--- src/rtl/gr_bin.sv ---
// Registered Gray-code to binary converter with a one-cycle latency and valid qualifier.
// Define GR_BIN_CHECK_EN to add the seq_err output that flags non-unit-distance Gray steps.
module gr_bin #(
  parameter int WIDTH = 8
) (
  input  logic             clk,
  input  logic             rst,
  input  logic             in_valid,
  input  logic [WIDTH-1:0] din,
  output logic             out_valid,
`ifdef GR_BIN_CHECK_EN
  output logic             seq_err,
`endif
  output logic [WIDTH-1:0] dout
);

  logic [WIDTH-1:0] bin_d;
  logic [WIDTH-1:0] dout_q;
  logic             out_valid_q;

  // Each binary bit is the reduction XOR of the Gray bits at and above it.
  for (genvar gi = 0; gi < WIDTH; gi++) begin : g_conv
    assign bin_d[gi] = ^din[WIDTH-1:gi];
  end

  always_ff @(posedge clk or posedge rst) begin
    if (rst) begin
      dout_q      <= '0;
      out_valid_q <= 1'b0;
    end else begin
      out_valid_q <= in_valid;
      if (in_valid) begin
        dout_q <= bin_d;
      end
    end
  end

  assign dout      = dout_q;
  assign out_valid = out_valid_q;

`ifdef GR_BIN_CHECK_EN
  logic [WIDTH-1:0] prev_q;
  logic             have_prev_q;
  logic             seq_err_q;
  logic [WIDTH-1:0] diff;
  logic             one_bit_d;

  // Exactly one bit differs when the difference is nonzero and a power of two.
  assign diff      = din ^ prev_q;
  assign one_bit_d = (diff != '0) && ((diff & (diff - WIDTH'(1))) == '0);

  always_ff @(posedge clk or posedge rst) begin
    if (rst) begin
      prev_q      <= '0;
      have_prev_q <= 1'b0;
      seq_err_q   <= 1'b0;
    end else if (in_valid) begin
      prev_q      <= din;
      have_prev_q <= 1'b1;
      seq_err_q   <= have_prev_q && !one_bit_d;
    end else begin
      seq_err_q   <= 1'b0;
    end
  end

  assign seq_err = seq_err_q;
`endif

endmodule

--- config.mk ---
export PLATFORM = sky130hd
export DESIGN_NAME = gr_bin
export DESIGN_NICKNAME = d
export VERILOG_FILES = /design/src/rtl/gr_bin.sv
export SDC_FILE = /design/constraint.sdc
export NUM_CORES = 1
export LEC_CHECK = 0
export CORE_AREA = 10 10 47 49
export DETAILED_ROUTE_END_ITERATION = 10
export DIE_AREA = 0 0 57 59
export MAX_ROUTING_LAYER = met4
export PLACE_DENSITY_LB_ADDON = 0.25
export SYNTH_ARGS = -nofsm -noshare
export SYNTH_HDL_FRONTEND = slang
export SYNTH_SLANG_ARGS = --single-unit
--- constraint.sdc ---
create_clock -name clk -period 2.2 [get_ports clk]
set_input_delay 0.44 -clock clk [delete_from_list [all_inputs] [get_ports clk]]
set_output_delay 0.44 -clock clk [all_outputs]
set_load 0.02 [all_outputs]
# [Word-level counts from Yosys, hierarchy flattened]
# Index checks and enable logic that the tools add are counted.
[word_totals] regBits=9 out_inout_bits=9
[classes] n_reduce_logical=7
[ops] operator="XOR reduction 8 bit" n=1
[ops] operator="XOR reduction 7 bit" n=1
[ops] operator="XOR reduction 6 bit" n=1
[ops] operator="XOR reduction 5 bit" n=1
[ops] operator="XOR reduction 4 bit" n=1
[ops] operator="XOR reduction 3 bit" n=1
[ops] operator="XOR reduction 2 bit" n=1

# [Longest topological paths before layout]
[depth] ltp_word=1 depth_mapped=4 mapped_depth_nobuf=4

# [Worst setup path after synthesis]
# OpenSTA, ideal clock, no wires.
[synth_timing] kind="input -> register" startpoint="in din[7]" endpoint="reg dout_q[1] (netlist: dout[1])" setup_ns=0.125 arrival_ns=1.678 required_time_ns=2.075 setup_slack_ns=0.397 path_stages=4 n_path_buf=0 path_cell_list="xor3_2 > xnor3_1 > xor2_1 > mux2_4"
[synth_between] elab_chain_len=1
[synth_rtl] item="start: declaration" line="9" source="input logic [WIDTH-1:0] din,"
[synth_rtl] item="XOR reduction 7 bit" line="23" source="assign bin_d[gi] = ^din[WIDTH-1:gi];"
[synth_rtl] item="end signal: assignment" line="33" source="dout_q <= bin_d;"
[synth_rtl] item="end: declaration" line="18" source="logic [WIDTH-1:0] dout_q;"
# Every way passes these cells.
# A chain may end at the register's enable or synchronous reset.

# [Worst setup path after layout]
# Same ends and word-level chain as after synthesis.

==> run summary <==
## Run status
- result of the run: finished, final reports clean

## Finish
- proportion of layout cells with a drive suffix above 1: 0.2281
- count of fill cells added during filler insertion: 136
- number of nets in the final layout: 69
- most common cell after layout, fill and taps aside: sky130_fd_sc_hd__clkdlybuf4s50_1
- final antenna diode count: 0
- commonest non-fill, non-tap cells in the layout: sky130_fd_sc_hd__clkdlybuf4s50_1, sky130_fd_sc_hd__dfrtp_1, sky130_fd_sc_hd__xnor2_1
- area of the multi-input gates: 195.2 sq um
- area of all sequential standard cells: 225.2 sq um
- post-route cell area: 690.7 sq um
- Synth-to-Final Area Change: 61.40%

## Floorplanning
- row count: 14
- num ports: 20
- DIE AREA: 3363 sq um
- core region area: 1401 sq um
- Die X-Extent: 57 microns
- Initial Util: 0.3054
- floorplan die height: 59 microns

## Clocking
- Gates resized, CTS repair: 0
- hold buffer count at CTS: 0
- Worst-Skew Late Latency: 250 ps
- number of H-tree branching levels: 1
- clock tree from TritonCTS: built
- buffer cell driving the clock tree root: sky130_fd_sc_hd__clkbuf_4
- Worst-path clk slew: 60 ps
- deepest clock path buffer count: 2
- Post-CTS Setup Bufs: 0
- number of buffers inserted during clock tree synthesis: 3
- number of sinks handled by clock tree synthesis: 9

## Global routing
- antenna violations before repair: 0
- overall fraction of global-route tracks in use: 0.06514
- overall overflow remaining after global route: 0
- largest net degree at the start of global routing: 13
- first-pass GRT wire length: 1704 microns
- number of global-route vias before repair: 385

## Timing
- final worst path period share: 0.9342
- final number of setup-violating endpoints: 0
- Achievable Freq: 486.5 MHz
- Hold Violations, Final: 0
- RSZ-0062 raised after global routing: false
- worst clock skew: 0 ps
- Final Max Tran Viols: 0
- slew at the pin closest to its max-slew limit: 448.3 ps
- Setup Total Neg Slack: 0 ps
- worst relative slew slack: 0.7002
- Final min period: 2055 ps

## Routing
- wire length after detailed routing: 910 microns
- via density per instance: 4.329
- detailed-route DRC error count: 0
- per-cell routed wire length: 12.47 microns
- Antenna Violating Nets Remaining: 0
- DR vias: 316
- drt first pass iters: 2
- DRT iter0 DRCs: 1

## Power
- power density of the placed cells: 862.8 nW/um^2
- proportion of power drawn by flip-flops and latches: 0.371
- logic gate share of total power: 0.423
- PnR Total Power: 0.5959 mW
- IR Drop Worst-Case VDD: 0.0003837 V
- leakage power: 0.3019 nW
- Switching Share: 0.2971
- net switching power: 0.1770 mW
- Cell Int Power: 0.4188 mW
- part of the power in the clock network: 0.205

## Critical path
- Setup crit end kind: flip-flop
- crit path max-delay cell type: sky130_fd_sc_hd__clkdlybuf4s50_1
- required time at the endpoint of the critical path: 2340 ps
- startpoint class of the critical path: input port
- CP Cell Sequence: clkdlybuf4s50_1 > xor3_2 > xnor3_1 > xor2_1 > mux2_4
- combined buffer and inverter count along the critical path: 1
- critical path class: in2reg
- peak per-stage delay on the critical path: 490 ps
- kind of cell with the highest combined delay on the critical path: XOR/XNOR gates
- data arrival time at the worst-slack endpoint: 2190 ps
- highest fanout seen on the critical path: 3

## Placed design
- HPWL after detailed placement: 790.5 microns
- placed cell area: 664.4 sq um
- routability congestion estimate: 0.6762
- count of input and output buffers: 19

## Yosys
- Cell variety after synth: 11
- flop and latch count out of synthesis: 9
- Gate Count Post-Synth: 31
- Avg Inst Size Synth: 13.80 sq um
- Post-Syn Area: 427.9 sq um
- sequential element share of the synthesized area: 0.5263
- synthesized netlist net count: 42
- number of warnings issued by yosys: 0

## Flow run
- max_cap viols: 0

## Hold path
- worst min path class: in2async

==> power groups by stage <==
stage / sequential (mW) / combinational (mW) / clock [mW]
3_3_place_gp: 0.225 / 0.255 / 0
2_1_floorplan: 0.271 / 0.0835 / 0
5_1_grt: 0.227 / 0.273 / 0.143
3_5_place_dp: 0.224 / 0.258 / 0
4_1_cts: 0.222 / 0.258 / 0.130
6_report: 0.221 / 0.252 / 0.122
==> logic make-up after synthesis <==
logic type / Yosys count / synth area share
muxes: 5 / 0.1403
AOI/OAI and AO/OA: 3 / 0.03508
and+or+nand+nor: 3 / 0.02631
xor gates and xnor gates: 9 / 0.2544
buffers and inverters: 2 / 0.01753
DFF: 9 / 0.5263
==> through the flow <==
stage                     utilization  setup slack (ps)  hold slack, ps  instances
after CTS                      0.4929             135.1           454.1         73
final                          0.4929             144.7           441.8         73
after global placement         0.4741            -105.8           494.6         69
after global routing           0.4929             51.52           469.6         73
after floorplan                     -             397.3           267.9         31
after detailed placement       0.4741            -139.0           499.2         69
==> cells in the mapped netlist <==
master                     count  area share
sky130_fd_sc_hd__dfrtp_1       9        0.53
sky130_fd_sc_hd__xnor2_1       5        0.10
sky130_fd_sc_hd__mux2_2        4        0.11
sky130_fd_sc_hd__a21oi_1       3       0.035
sky130_fd_sc_hd__nor2_1        3       0.026
sky130_fd_sc_hd__xor2_1        2       0.041
sky130_fd_sc_hd__clkbuf_1      1      0.0088
sky130_fd_sc_hd__inv_1         1      0.0088
sky130_fd_sc_hd__mux2_4        1       0.035
sky130_fd_sc_hd__xnor3_1       1       0.053
sky130_fd_sc_hd__xor3_2        1       0.058
==> sequential cells by signal, summed over array words and instances, names as in the netlist <==
register   count
dout           8
out_valid      1
==> path summary, 6_finish.rpt <==
check                               startpoint                  end  slack (ps)  depth (start not counted)
max                                     din[7]  dout[1]$_DFFE_PP0P_         140                          5
min                                        rst  dout[4]$_DFFE_PP0P_         440                          2
max reg2reg                dout[1]$_DFFE_PP0P_  dout[1]$_DFFE_PP0P_        1440                          1
min reg2reg                dout[7]$_DFFE_PP0P_  dout[7]$_DFFE_PP0P_         510                          1
max in group asynchronous                  rst  dout[5]$_DFFE_PP0P_        1510                          2
min in group clk           dout[7]$_DFFE_PP0P_  dout[7]$_DFFE_PP0P_         510                          1
==> per-layer routing <==
layer / vias up / routed length [microns] / global-route usage
met5: - / 0 / -
met4: 0 / 0 / 0.01007
met3: 0 / 97 / 0.04936
met2: 11 / 497 / 0.1070
met1: 152 / 315 / 0.06120
li1: 153 / - / -
==> area by class of cell <==
cell class | instances | share of cell area
multi-input combinational | 20 | 0.2826
tap | 16 | 0.02899
timing repair buffer | 23 | 0.3188
inverter | 1 | 0.005435
sequential | 9 | 0.3261
clock buffer | 4 | 0.03804
Power figures use the tool's default switching activity.
